==> src/rtl/vmem_arbiter_pkg.sv <==
// Shared types and constants for the VRAM arbiter.
// Latency: n/a (types and constants only).
// Backpressure: n/a.
`timescale 1ns/1ps
package vmem_arb_pkg;

  // Arbiter FSM states: one idle state plus two 2-cycle access sequences
  typedef enum logic [2:0] {
    ST_IDLE = 3'd0,
    ST_V1   = 3'd1,
    ST_V2   = 3'd2,
    ST_C1   = 3'd3,
    ST_C2   = 3'd4
  } arb_state_e;

  // Consecutive video grants allowed before a waiting CPU gets a turn
  localparam logic [1:0] VID_BURST_MAX = 2'd2;

  // True while a CPU access owns the VRAM bus
  function automatic logic is_cpu_state(input arb_state_e s);
    return (s == ST_C1) || (s == ST_C2);
  endfunction

endpackage

==> src/rtl/vmem_arbiter_if.sv <==
// Request/strobe bundle between the video fetcher, the CPU decode and the arbiter.
// Latency: n/a (wires only).
// Backpressure: requests are held by the requester until the matching ack strobe.
`timescale 1ns/1ps
interface vmem_arbiter_if;

  logic vid_req;
  logic vid_ack;
  logic cpu_req;
  logic cpu_wr;
  logic cpu_ack;
  logic cpu_wait;
  logic n_vrd;
  logic n_vwr;
  logic vaout;
  logic vdout;

  // Requester side (video fetcher + CPU decode)
  modport master (
    output vid_req, cpu_req, cpu_wr,
    input  vid_ack, cpu_ack, cpu_wait, n_vrd, n_vwr, vaout, vdout
  );

  // Arbiter side
  modport slave (
    input  vid_req, cpu_req, cpu_wr,
    output vid_ack, cpu_ack, cpu_wait, n_vrd, n_vwr, vaout, vdout
  );

endinterface

==> src/rtl/vmem_arbiter.sv <==
// VRAM arbiter between video fetcher and CPU; VMEM_ARB_FAIR_EN lets the CPU in after a video burst.
// Latency: every access takes two clk14 cycles; grant is decided in IDLE/V2/C2 so accesses chain back-to-back.
// Backpressure: requests held until ack; cpu_wait stretches the CPU while its request is not being served.
`timescale 1ns/1ps
module vmem_arbiter
  import vmem_arb_pkg::*;
(
  input  logic           clk14,
  input  logic           rst_n,
  vmem_arbiter_if.slave  bus
);

  arb_state_e state_q, state_d;
  logic       wr_q, wr_d;           // direction latched at CPU grant
  logic       cpu_done_q, cpu_done_d; // blocks re-granting a still-held cpu_req
  logic       vid_ack_q, vid_ack_d;
  logic       cpu_ack_q, cpu_ack_d;
  logic       n_vrd_q, n_vrd_d;
  logic       n_vwr_q, n_vwr_d;
  logic       vaout_q, vaout_d;
  logic       vdout_q, vdout_d;

  logic       decide;
  logic       cpu_elig;
  logic       grant_vid;
  logic       grant_cpu;

`ifdef VMEM_ARB_FAIR_EN
  logic [1:0] vid_cnt_q, vid_cnt_d;
`endif

  // Grant decision: only at the end of IDLE or of the second cycle of an access
  always_comb begin
    decide    = (state_q == ST_IDLE) || (state_q == ST_V2) || (state_q == ST_C2);
    // In C2 the CPU is being served right now, so a held request is not a new one
    cpu_elig  = bus.cpu_req && !cpu_done_q && (state_q != ST_C2);
`ifdef VMEM_ARB_FAIR_EN
    grant_vid = decide && bus.vid_req && !(cpu_elig && (vid_cnt_q == VID_BURST_MAX));
`else
    grant_vid = decide && bus.vid_req;
`endif
    grant_cpu = decide && cpu_elig && !grant_vid;
  end

  // Next state, latched direction and duplicate-access guard
  always_comb begin
    state_d = state_q;
    case (state_q)
      ST_V1:   state_d = ST_V2;
      ST_C1:   state_d = ST_C2;
      default: begin
        if (grant_vid)      state_d = ST_V1;
        else if (grant_cpu) state_d = ST_C1;
        else                state_d = ST_IDLE;
      end
    endcase

    wr_d = grant_cpu ? bus.cpu_wr : wr_q;

    // A low cpu_req always re-arms; otherwise set when the access completes
    if (!bus.cpu_req)          cpu_done_d = 1'b0;
    else if (state_q == ST_C2) cpu_done_d = 1'b1;
    else                       cpu_done_d = cpu_done_q;
  end

`ifdef VMEM_ARB_FAIR_EN
  // Saturating count of consecutive video grants; any CPU grant restarts it
  always_comb begin
    vid_cnt_d = vid_cnt_q;
    if (grant_cpu)
      vid_cnt_d = 2'd0;
    else if (grant_vid && (vid_cnt_q != VID_BURST_MAX))
      vid_cnt_d = vid_cnt_q + 2'd1;
  end
`endif

  // Registered strobes decoded from the state being entered
  always_comb begin
    vid_ack_d = (state_d == ST_V2);
    cpu_ack_d = (state_d == ST_C2);
    n_vrd_d   = 1'b1;
    n_vwr_d   = 1'b1;
    vaout_d   = 1'b1;
    vdout_d   = 1'b1;
    case (state_d)
      ST_V1, ST_V2: n_vrd_d = 1'b0;
      ST_C1, ST_C2: begin
        vaout_d = 1'b0;
        if (wr_d) begin
          vdout_d = 1'b0;
          n_vwr_d = (state_d != ST_C1);  // write pulse only in the first cycle
        end else begin
          n_vrd_d = 1'b0;
        end
      end
      default: ;
    endcase
  end

  // State and output registers; reset abandons any access without an ack
  always_ff @(posedge clk14 or negedge rst_n) begin
    if (!rst_n) begin
      state_q    <= ST_IDLE;
      wr_q       <= 1'b0;
      cpu_done_q <= 1'b0;
      vid_ack_q  <= 1'b0;
      cpu_ack_q  <= 1'b0;
      n_vrd_q    <= 1'b1;
      n_vwr_q    <= 1'b1;
      vaout_q    <= 1'b1;
      vdout_q    <= 1'b1;
    end else begin
      state_q    <= state_d;
      wr_q       <= wr_d;
      cpu_done_q <= cpu_done_d;
      vid_ack_q  <= vid_ack_d;
      cpu_ack_q  <= cpu_ack_d;
      n_vrd_q    <= n_vrd_d;
      n_vwr_q    <= n_vwr_d;
      vaout_q    <= vaout_d;
      vdout_q    <= vdout_d;
    end
  end

`ifdef VMEM_ARB_FAIR_EN
  // Video burst counter register
  always_ff @(posedge clk14 or negedge rst_n) begin
    if (!rst_n) vid_cnt_q <= 2'd0;
    else        vid_cnt_q <= vid_cnt_d;
  end
`endif

  assign bus.vid_ack  = vid_ack_q;
  assign bus.cpu_ack  = cpu_ack_q;
  assign bus.n_vrd    = n_vrd_q;
  assign bus.n_vwr    = n_vwr_q;
  assign bus.vaout    = vaout_q;
  assign bus.vdout    = vdout_q;
  // Combinational so the CPU is stretched in the same cycle it asks
  assign bus.cpu_wait = bus.cpu_req && !cpu_done_q && !is_cpu_state(state_q);

endmodule

==> src/flat_wrapper.sv <==
// flat-port wrapper written by rule: the top's interface ports become plain ports
module vmem_arbiter_flat import vmem_arb_pkg::*;
  (clk14, rst_n, bus_vid_req, bus_cpu_req, bus_cpu_wr, bus_vid_ack, bus_cpu_ack, bus_cpu_wait, bus_n_vrd, bus_n_vwr, bus_vaout, bus_vdout);
  vmem_arbiter_if bus_i ();
  input  logic clk14;
  input  logic rst_n;
  input wire logic [$bits(bus_i.vid_req)-1:0] bus_vid_req;
  input wire logic [$bits(bus_i.cpu_req)-1:0] bus_cpu_req;
  input wire logic [$bits(bus_i.cpu_wr)-1:0] bus_cpu_wr;
  output wire logic [$bits(bus_i.vid_ack)-1:0] bus_vid_ack;
  output wire logic [$bits(bus_i.cpu_ack)-1:0] bus_cpu_ack;
  output wire logic [$bits(bus_i.cpu_wait)-1:0] bus_cpu_wait;
  output wire logic [$bits(bus_i.n_vrd)-1:0] bus_n_vrd;
  output wire logic [$bits(bus_i.n_vwr)-1:0] bus_n_vwr;
  output wire logic [$bits(bus_i.vaout)-1:0] bus_vaout;
  output wire logic [$bits(bus_i.vdout)-1:0] bus_vdout;
  assign bus_i.vid_req = bus_vid_req;
  assign bus_i.cpu_req = bus_cpu_req;
  assign bus_i.cpu_wr = bus_cpu_wr;
  assign bus_vid_ack = bus_i.vid_ack;
  assign bus_cpu_ack = bus_i.cpu_ack;
  assign bus_cpu_wait = bus_i.cpu_wait;
  assign bus_n_vrd = bus_i.n_vrd;
  assign bus_n_vwr = bus_i.n_vwr;
  assign bus_vaout = bus_i.vaout;
  assign bus_vdout = bus_i.vdout;
  vmem_arbiter u_core (.clk14(clk14), .rst_n(rst_n), .bus(bus_i));
endmodule
==> config.mk <==
export PLATFORM = sky130hd
export DESIGN_NAME = vmem_arbiter_flat
export DESIGN_NICKNAME = d
export VERILOG_FILES = /design/src/rtl/vmem_arbiter_pkg.sv /design/src/rtl/vmem_arbiter_if.sv /design/src/rtl/vmem_arbiter.sv /design/src/flat_wrapper.sv
export SDC_FILE = /design/constraint.sdc
export NUM_CORES = 1
export LEC_CHECK = 0
export ABC_AREA = 1
export BUFFER_PORTS_ARGS = -buffer_cell sky130_fd_sc_hd__buf_2
export CAP_MARGIN = 20
export CORE_AREA = 2 2 39 41
export DETAILED_ROUTE_END_ITERATION = 6
export DIE_AREA = 0 0 41 43
export GPL_TIMING_DRIVEN = 1
export SLEW_MARGIN = 10
export SYNTH_ARGS = -nofsm -noshare
export SYNTH_HDL_FRONTEND = slang
export SYNTH_SLANG_ARGS = --single-unit
==> constraint.sdc <==
create_clock -name clk14 -period 1.35 [get_ports clk14]
set_clock_uncertainty 0.05 [all_clocks]
set_input_delay 0.27 -clock clk14 [delete_from_list [all_inputs] [get_ports clk14]]
set_output_delay 0.27 -clock clk14 [all_outputs]
set_load 0.005 [all_outputs]
==> results of run 1 <==
-- state kept, by name, summed over array words and instances, names as in the netlist --
| name | count |
|---|---|
| u_core.bus.n_vwr | 1 |
| u_core.bus.cpu_ack | 1 |
| u_core.wr_q | 1 |
| u_core.state_q | 3 |
| u_core.bus.vid_ack | 1 |
| u_core.cpu_done_q | 1 |
| u_core.bus.vaout | 1 |
| u_core.bus.n_vrd | 1 |
| u_core.bus.vdout | 1 |
-- worst max-delay path by stage --
stage / from / to / cells after the start
3_5_place_dp: u_core.state_q[2] / bus_cpu_wait / 5
2_1_floorplan: u_core.state_q[2] / bus_cpu_wait / 4
6_report: u_core.state_q[0] / bus_cpu_wait / 5
5_1_grt: u_core.state_q[0] / bus_cpu_wait / 5
3_3_place_gp: u_core.state_q[0] / bus_cpu_wait / 5
4_1_cts: u_core.state_q[2] / bus_cpu_wait / 5
-- layer usage --
layer  up-vias  track usage, %
li1        187               -
met1       169            12.4
met2        15            17.8
met3         4            1.57
met4         0            16.0
met5         -               0
-- what timing repair did --
item,in CTS,in global routing
setup buffers,4,1
pin swaps,1,1
resized for setup,2,3
endpoints found under the setup margin,1,1
hold endpoints to repair,7,0
hold buffers,1,0
-- layout make-up --
cell class / count / area share, %
Sequential cell: 11 / 44.8
Multi-Input combinational cell: 26 / 25.5
Inverter: 10 / 5.98
Tap cell: 16 / 3.19
Timing Repair Buffer: 17 / 16.3
Clock buffer: 4 / 4.18
-- cell usage in the layout (no fill, tap or decap), types with 2 or more instances in the layout --
cell type,n
buf_2,11
buf_4,5
clkbuf_4,3
dfrtp_1,6
dfstp_2,4
inv_1,9
nand2_1,5
nand2_2,6
nand3_1,2
nand3_2,3
nor2_1,3
-- cell families after synthesis --
family                 Yosys count  synth area share (%)
AND/OR/NAND/NOR                 21                  22.8
flip-flops                      11                  60.2
buffers and inverters           10                  8.06
AO/OA/AOI/OAI                    5                  8.87
-- stage by stage --
step                      hold WS, ns  TNS, ns  power, mW  worst slack [ns]
final                           0.150   -0.139       1.35            -0.139
after global placement         0.0989        0      0.978             0.104
after floorplan               -0.0756        0      0.845             0.228
after detailed placement       0.0979        0      0.985            0.0900
after CTS                       0.150  -0.0997       1.29           -0.0997
after global routing            0.157   -0.255       1.45            -0.179
-- power by group --
group	internal [mW]	switching (mW)	total [mW]
combinational	0.266	0.309	0.575
clock	0.115	0.108	0.222
sequential	0.486	0.0672	0.553
total	0.867	0.484	1.35
==> results_dict.tcl, run 1 <==
set metrics [dict create \
    worstMarginPinSlew_ns 0.238 \
    stdcell_count 84 \
    cts_buffers 3 \
    powerDensity_nw_per_um2 2150 \
    worstRegToRegCells 8 \
    clock.fmax_mhz 672 \
    grt_pass1_vias 361 \
    grt_setup_unrepaired "yes" \
    ys_seq_elements 11 \
    relSlewSlack_pct 84.1 \
    via_count 375 \
    r2r_slack_ns 0 \
    grt_use_total_pct 12.3 \
    grt_max_degree 12 \
    met3_length_um 53 \
    avgSynthCellArea_sq_um 9.90 \
    synth_area_sq_um 465 \
    critPathBufInv 1 \
    first_iter_violations 17 \
    overflow 0 \
    rows 14 \
    synth_ff_type "dfrtp_1" \
    setup_ws_ns -0.139 \
    placed_cells 74 \
    r2r_start "u_core.state_q[0]" \
    met2_length_um 427 \
    die_h_um 43 \
    maxSlewViolCount 0 \
    worstPathRequired_ns 1.03 \
    end_kind "primary output" \
    die_area_sq_um 1760 \
    clockBufferDepth 2 \
    diodes 0 \
    cp-start-kind "flop" \
    r2r_end "u_core.bus.n_vrd" \
    cp_max_fo 4 \
    routed.top_layer "met4" \
    synth_cell_type_count 16 \
    synthTopCellsByCount "9 x inv_1, 8 x nand2_1, 7 x dfrtp_1, 4 x dfstp_2" \
    crit_arrival_ns 1.17 \
    cap_violations 0 \
    cts_tree "done" \
    period_needed_ns 1.49 \
    hold_depth 2 \
    yosysMostFrequentCell "inv_1" \
    cts-root-buf "clkbuf_4" \
    die_x_um 41 \
    firstDrtPassIters 4 \
    ant_nets 0 \
    synth.area.top_cells "dfrtp_1 38%, dfstp_2 23%, inv_1 7.3%, nand2_1 6.5%, nand3_2 4.3%" \
    grt_first_pass_wirelength_um 1320 \
    worstSetupPathType "flop to primary output" \
    yosysWarnings 0 \
    wl_um 904 \
    min_from "bus_cpu_wr" \
    antenna_found_initial 0 \
    final_util_pct 45.4 \
    synth.top_cell.area_share_pct 37.6 \
    design_area_sq_um 628 \
    synth_seq_area_share_pct 60.2 \
    hold_violations 0 \
    drive_gt1_share_pct 52.9 \
    hold_end "u_core.bus.n_vwr" \
    path_cells "nor2_2 -> nand2_2 -> nand2_2 -> nor2_1 -> buf_2" \
    ir_drop_uv 776 \
    dpl_cell_area_sq_um 541 \
    multi_input_area_sq_um 160 \
    start_util_pct 33.6 \
    wire_per_inst_um 10.8 \
    syn_to_final_growth_pct 34.9 \
    regArea_sq_um 282 \
    port_buffers 11 \
    ios 12 \
    status "complete, but fails checks" \
    wl_met1_um 376 \
    synth_top_cell_by_area "dfrtp_1" \
    async_reset_ff_share_pct 100 \
    violations "setup timing" \
    coreArea_sq_um 1380 \
    clk_latency_ns 0.27 \
    fin_crit_sh_pct 110 \
    setup_viol 1 \
    timing.critical_path.mode_cell "nand2_2" \
    crit_family "flip-flops" \
    drc 0 \
    dpl.hpwl_um 606 \
    hold_path.class "input pin to flop" \
    gp_congestion 0.853 \
    synth_edf_count 0 \
    synth_nets 52 \
    nFillCells 133 \
    cpPeakStageDelay_ns 0.43 \
    htree_levels 1 \
    cts_sinks 11 \
    p_leak_nw 0.335 \
    slowest_stage "dfrtp_1" \
    path_clk_slew_ns 0.07 \
    avgViaCountPerCell 4.46 \
    nNetsFinal 74 \
    synth_cells 47 \
]
Power figures use the tool's default switching activity.
==> inputs of run 2 (changes only) <==
--- a/config.mk
+++ b/config.mk
@@ -12,6 +12,7 @@
 export DETAILED_ROUTE_END_ITERATION = 6
 export DIE_AREA = 0 0 41 43
 export GPL_TIMING_DRIVEN = 1
+export PLACE_DENSITY_LB_ADDON = 0.25
 export SLEW_MARGIN = 10
 export SYNTH_ARGS = -nofsm -noshare
 export SYNTH_HDL_FRONTEND = slang
==> run 2 against run 1 <==
  * The flow still finishes with violations (setup timing)
  * Critical path depth did not move
  * Die area unchanged
  * Via count increased by 9.3%
  * Power is 9.9% higher
  * Fmax decreased by 2.8%
  * Final area grew 7.4%
  * Global-route usage up 2.4 points
  * Register-to-register slack about the same
  * Final cell count is 7.1% higher
  * Clock power is 8% higher
  * Count of clock-buffer cells in the layout stayed put
  * Utilization is 3.3 points higher
  * Critical endpoint unchanged
  * Largest power group unchanged
==> results_dict.tcl, run 2 (synthesized netlist as in run 1, its figures left out) <==
set metrics [dict create \
    ir_drop_uv 804 \
    cts_buffers 3 \
    mostFrequentLayoutCells "11 x buf_2, 11 x buf_4, 9 x inv_1" \
    cts-root-buf "clkbuf_4" \
    setup_ws_ns -0.182 \
    largest_register "u_core.state_q" \
    grt_setup_unrepaired "yes" \
    cp-start-kind "flop" \
    rows 14 \
    worstPathRequired_ns 1.03 \
    syn_to_final_growth_pct 44.9 \
    nFillCells 132 \
    hold_path.class "input pin to flop" \
    relSlewSlack_pct 84.0 \
    finalHoldWorstSlack_ns 0.125 \
    p_leak_nw 0.362 \
    diodes 0 \
    clock.fmax_mhz 653 \
    cts_sinks 11 \
    cp-startpoint "u_core.state_q[0]" \
    wl_um 1090 \
    ios 12 \
    firstDrtPassIters 4 \
    grt_use_total_pct 14.7 \
    grt_max_degree 12 \
    maxSlewViolCount 0 \
    clk_latency_ns 0.28 \
    period_needed_ns 1.53 \
    grt_pass1_vias 359 \
    htree_levels 1 \
    overflow 0 \
    design_area_sq_um 674 \
    port_buffers 11 \
    worstMarginPinSlew_ns 0.240 \
    gp_congestion 0.810 \
    dpl_cell_area_sq_um 541 \
    fin_crit_sh_pct 113 \
    r2r_start "u_core.state_q[0]" \
    drc 0 \
    wire_per_inst_um 12.1 \
    coreArea_sq_um 1380 \
    dpl.hpwl_um 598 \
    crit_arrival_ns 1.21 \
    antenna_found_initial 0 \
    ant_nets 0 \
    avgViaCountPerCell 4.56 \
    largest_reg_flops 3 \
    drive_gt1_share_pct 58.1 \
    setup_viol 2 \
    status "complete, but fails checks" \
    powerDensity_nw_per_um2 2200 \
    post-place-ws_ns 0.0798 \
    die_x_um 41 \
    first_iter_violations 9 \
    cp_max_fo 4 \
    via_count 410 \
    cap_violations 0 \
    violations "setup timing" \
    worstSetupPathType "flop to primary output" \
    clockBufferDepth 2 \
    nNetsFinal 80 \
    cts_tree "done" \
    path_clk_slew_ns 0.07 \
    min_from "bus_cpu_wr" \
    die_area_sq_um 1760 \
    end_kind "primary output" \
    hold_violations 0 \
    grt_first_pass_wirelength_um 1570 \
    start_util_pct 33.6 \
    die_h_um 43 \
]
## run 2: per-stage QoR
| step | TNS [ns] | utilization, % | cells | power (mW) |
|---|---|---|---|---|
| floorplan | 0 | - | 47 | 0.845 |
| global placement | 0 | 39.1 | 74 | 0.980 |
| detailed placement | 0 | 39.1 | 74 | 0.981 |
| CTS | -0.128 | 45.0 | 84 | 1.33 |
| global route | -0.415 | 48.7 | 90 | 1.61 |
| finish | -0.196 | 48.7 | 90 | 1.48 |
## run 2: power breakdown
group | leakage [nW] | switching [mW] | internal, mW
logic | 0.217 | 0.339 | 0.344
clock network | 0.0150 | 0.124 | 0.115
registers | 0.130 | 0.0746 | 0.489
total | 0.362 | 0.537 | 0.947
## run 2: worst max-delay path, stage by stage, from the launching register on
cell	delay (ns)
dfrtp_1	0.43
nor2_2	0.15
nand2_1	0.10
nand2_2	0.10
nor2_2	0.03
buf_2	0.11
## run 2: layout make-up
type,count,area [sq um],share of cell area (%)
Clock buffer,4,26.3,3.90
Sequential cell,11,283,41.9
Multi-Input combinational cell,26,160,23.7
Inverter,10,37.5,5.57
Tap cell,16,20.0,2.97
Timing Repair Buffer,23,148,21.9
## run 2: final timing paths
check                                    end  slack, ns  cells past startpoint
setup / recovery                bus_cpu_wait      -0.18                      5
hold / removal              u_core.bus.n_vwr       0.13                      2
setup reg to reg            u_core.bus.n_vrd      -0.01                      8
hold reg to reg                  u_core.wr_q       0.43                      2
max in group asynchronous   u_core.bus.n_vwr       0.67                      2
min in group asynchronous  u_core.state_q[0]       0.33                      2
## run 2: routing by layer
metal,track usage [%],wire [um]
met1,15.9,409
met2,20.6,571
met3,5.24,83
met4,14.0,27
met5,0,0
## run 2: timing repair
item / CTS / global route
buffers inserted: 5 / 6
endpoints found under the setup margin: 1 / 1
hold buffers: 1 / 0
gates resized for setup: 3 / 3
hold endpoints to repair: 7 / 0
pin swaps: 1 / 2
==> inputs of run 3 (changes only) <==
--- a/config.mk
+++ b/config.mk
@@ -5,7 +5,6 @@
 export SDC_FILE = /design/constraint.sdc
 export NUM_CORES = 1
 export LEC_CHECK = 0
-export ABC_AREA = 1
 export BUFFER_PORTS_ARGS = -buffer_cell sky130_fd_sc_hd__buf_2
 export CAP_MARGIN = 20
 export CORE_AREA = 2 2 39 41
==> run 3 against run 2 <==
  * The run still ends with setup timing left
  * Register-to-register slack worse by 0.10 ns
  * Final area down 9.3%
  * Global-route usage down 1.5 points
==> results_dict.tcl, run 3 <==
set metrics [dict create \
    status "complete, but fails checks" \
    violations "setup timing" \
    ir_drop_uv 965 \
    grt_pass1_vias 327 \
    slowest_stage "dfrtp_1" \
    end_kind "primary output" \
    crit_arrival_ns 1.17 \
    nNetsFinal 65 \
    cap_violations 0 \
    synth_ff_type "dfrtp_1" \
    clock.fmax_mhz 673 \
    crit_family "flip-flops" \
    dpl.hpwl_um 562 \
    r2r_slack_ns -0.11 \
    p_leak_nw 0.305 \
    clockBufferDepth 2 \
    cts_sinks 11 \
    grt_first_pass_wirelength_um 1430 \
    period_needed_ns 1.49 \
    ios 12 \
    wire_per_inst_um 10.8 \
    avgViaCountPerCell 4.45 \
    clock_power_share_pct 17.3 \
    placed_cells 67 \
    cp-start-kind "flop" \
    multi_input_area_sq_um 160 \
    synthTopCellsByCount "7 x dfrtp_1, 5 x nor2_1, 4 x dfstp_2, 3 x a21oi_1" \
    synth_cells 36 \
    powerDensity_nw_per_um2 2130 \
    start_util_pct 31.7 \
    finalHoldWorstSlack_ns 0.203 \
    setup_ws_ns -0.137 \
    path_clk_slew_ns 0.07 \
    mostFrequentLayoutCells "11 x buf_2, 7 x buf_4, 7 x dfrtp_1" \
    fin_setup_tns_ns -0.331 \
    ys_seq_elements 11 \
    grt_max_degree 12 \
    synth_nets 41 \
    critical_path_depth 4 \
    die_x_um 41 \
    drc 0 \
    r2r_end "u_core.wr_q" \
    hold_violations 0 \
    htree_levels 1 \
    diodes 0 \
    synth_area_sq_um 439 \
    async_reset_ff_share_pct 100 \
    cts_buffers 3 \
    synth.top_cell.area_share_pct 39.9 \
    avgSynthCellArea_sq_um 12.2 \
    port_buffers 11 \
    grt_setup_unrepaired "yes" \
    ant_nets 0 \
    synth_edf_count 0 \
    largest_reg_flops 3 \
    cts_tree "done" \
    pwr-share-seq_pct 41.9 \
    wl_um 812 \
    min_from "bus_cpu_req" \
    die_h_um 43 \
    largest_register "u_core.state_q" \
    clk_latency_ns 0.27 \
    yosysMostFrequentCell "dfrtp_1" \
    worstRegToRegCells 3 \
    relSlewSlack_pct 83.8 \
    drive_gt1_share_pct 50.8 \
    final_common_cell "buf_2" \
    critPathBufInv 1 \
    die_area_sq_um 1760 \
    coreArea_sq_um 1380 \
    first_iter_violations 0 \
    grt_use_total_pct 13.2 \
    syn_to_final_growth_pct 39.3 \
    antenna_found_initial 0 \
    worstSetupPathType "flop to primary output" \
    setup_viol 5 \
    nFillCells 137 \
    cpPeakStageDelay_ns 0.42 \
    firstDrtPassIters 1 \
    synth.area.top_cells "dfrtp_1 40%, dfstp_2 24%, nor2_1 4.3%, a21oi_1 3.4%, nand2b_4 3.1%" \
    cts-root-buf "clkbuf_4" \
    yosysWarnings 0 \
    switching_power_mw 0.401 \
    synth_top_cell_by_area "dfrtp_1" \
    path_cells "nand2b_1 -> nor2_1 -> nor3_1 -> buf_2" \
    synth_seq_area_share_pct 63.8 \
    fin_crit_sh_pct 110 \
    switching_share_pct 30.8 \
    worstPathRequired_ns 1.03 \
    stdcell_count 75 \
    hold_end "u_core.cpu_done_q" \
    via_count 334 \
    cp_max_fo 4 \
    regArea_sq_um 280 \
    hold_depth 2 \
    r2r_start "u_core.state_q[2]" \
    combinationalPowerShare_pct 40.8 \
    rows 14 \
    worstMarginPinSlew_ns 0.244 \
    synth_cell_type_count 19 \
    maxSlewViolCount 0 \
    internal_power_mw 0.903 \
    overflow 0 \
    gp_congestion 0.772 \
    hold_path.class "input pin to flop" \
]
run 3: changes by cell type in the layout (fill, tap and decap cells not counted), moves of 3 or more:
cell     previous run  this run
buf_4              11         7
inv_1               9         2
nand2_1             6         1
nand2_2             5         0
nand3_2             3         0
nor2_1              2         5
run 3: final cells by class:
| cell class | instances | share of cell area (%) |
|---|---|---|
| flip-flops and latches | 11 | 45.8 |
| multi-input cells | 23 | 26.2 |
| repair buffers | 19 | 19.2 |
| clock buffers | 4 | 4.29 |
| well taps | 16 | 3.27 |
| inverters | 2 | 1.23 |
run 3: repair_timing:
| action | 4_1_cts | 5_1_grt |
|---|---|---|
| hold endpoints to repair | 7 | 0 |
| setup endpoints to repair | 2 | 6 |
| pin swaps | 1 | 0 |
| hold buffers | 1 | 0 |
| setup buffers | 3 | 0 |
| resized for setup | 1 | 1 |
run 3: power by group through the flow:
stage / Clock [mW] / Combinational [mW] / Sequential (mW)
after CTS: 0.231 / 0.522 / 0.544
after global placement: 0 / 0.442 / 0.559
after global routing: 0.256 / 0.598 / 0.565
final: 0.225 / 0.532 / 0.547
after floorplan: 0 / 0.220 / 0.565
after detailed placement: 0 / 0.443 / 0.560
run 3: logic make-up (layout without fill, tap and decap cells):
| kind of cell | count (synthesis) | in the layout | share of synthesized area, % |
|---|---|---|---|
| simple gates | 14 | 14 | 19.7 |
| flops | 11 | 11 | 63.8 |
| compound gates | 9 | 9 | 14.8 |
| buf+inv | 2 | 25 | 1.71 |
run 3: metrics by stage:
step	setup slack, ns	instance area (sq um)	util [%]	total power [mW]
6_report	-0.137	612	44.2	1.30
5_1_grt	-0.206	612	44.2	1.42
4_1_cts	-0.143	608	43.9	1.30
3_5_place_dp	0.00372	544	39.3	1.00
3_3_place_gp	0.0253	544	39.3	1.00
2_1_floorplan	0.0318	439	-	0.785
run 3: metal layers:
| metal | track usage, % | share of wire (%) | up-vias |
|---|---|---|---|
| met5 | 0 | 0 | - |
| met4 | 10.0 | 1.2 | 0 |
| met3 | 7.85 | 7.8 | 2 |
| met2 | 15.0 | 42 | 16 |
| met1 | 17.3 | 49 | 148 |
| li1 | - | - | 168 |
run 3: how the worst max path moves through the flow:
| stage | start | to | slack [ns] |
|---|---|---|---|
| 2_1_floorplan | u_core.state_q[0] | u_core.wr_q | 0.03 |
| 3_3_place_gp | u_core.state_q[0] | u_core.wr_q | 0.03 |
| 3_5_place_dp | u_core.state_q[0] | u_core.wr_q | 0.004 |
| 4_1_cts | u_core.state_q[0] | bus_cpu_wait | -0.14 |
| 5_1_grt | u_core.state_q[0] | bus_cpu_wait | -0.21 |
| 6_report | u_core.state_q[0] | bus_cpu_wait | -0.14 |
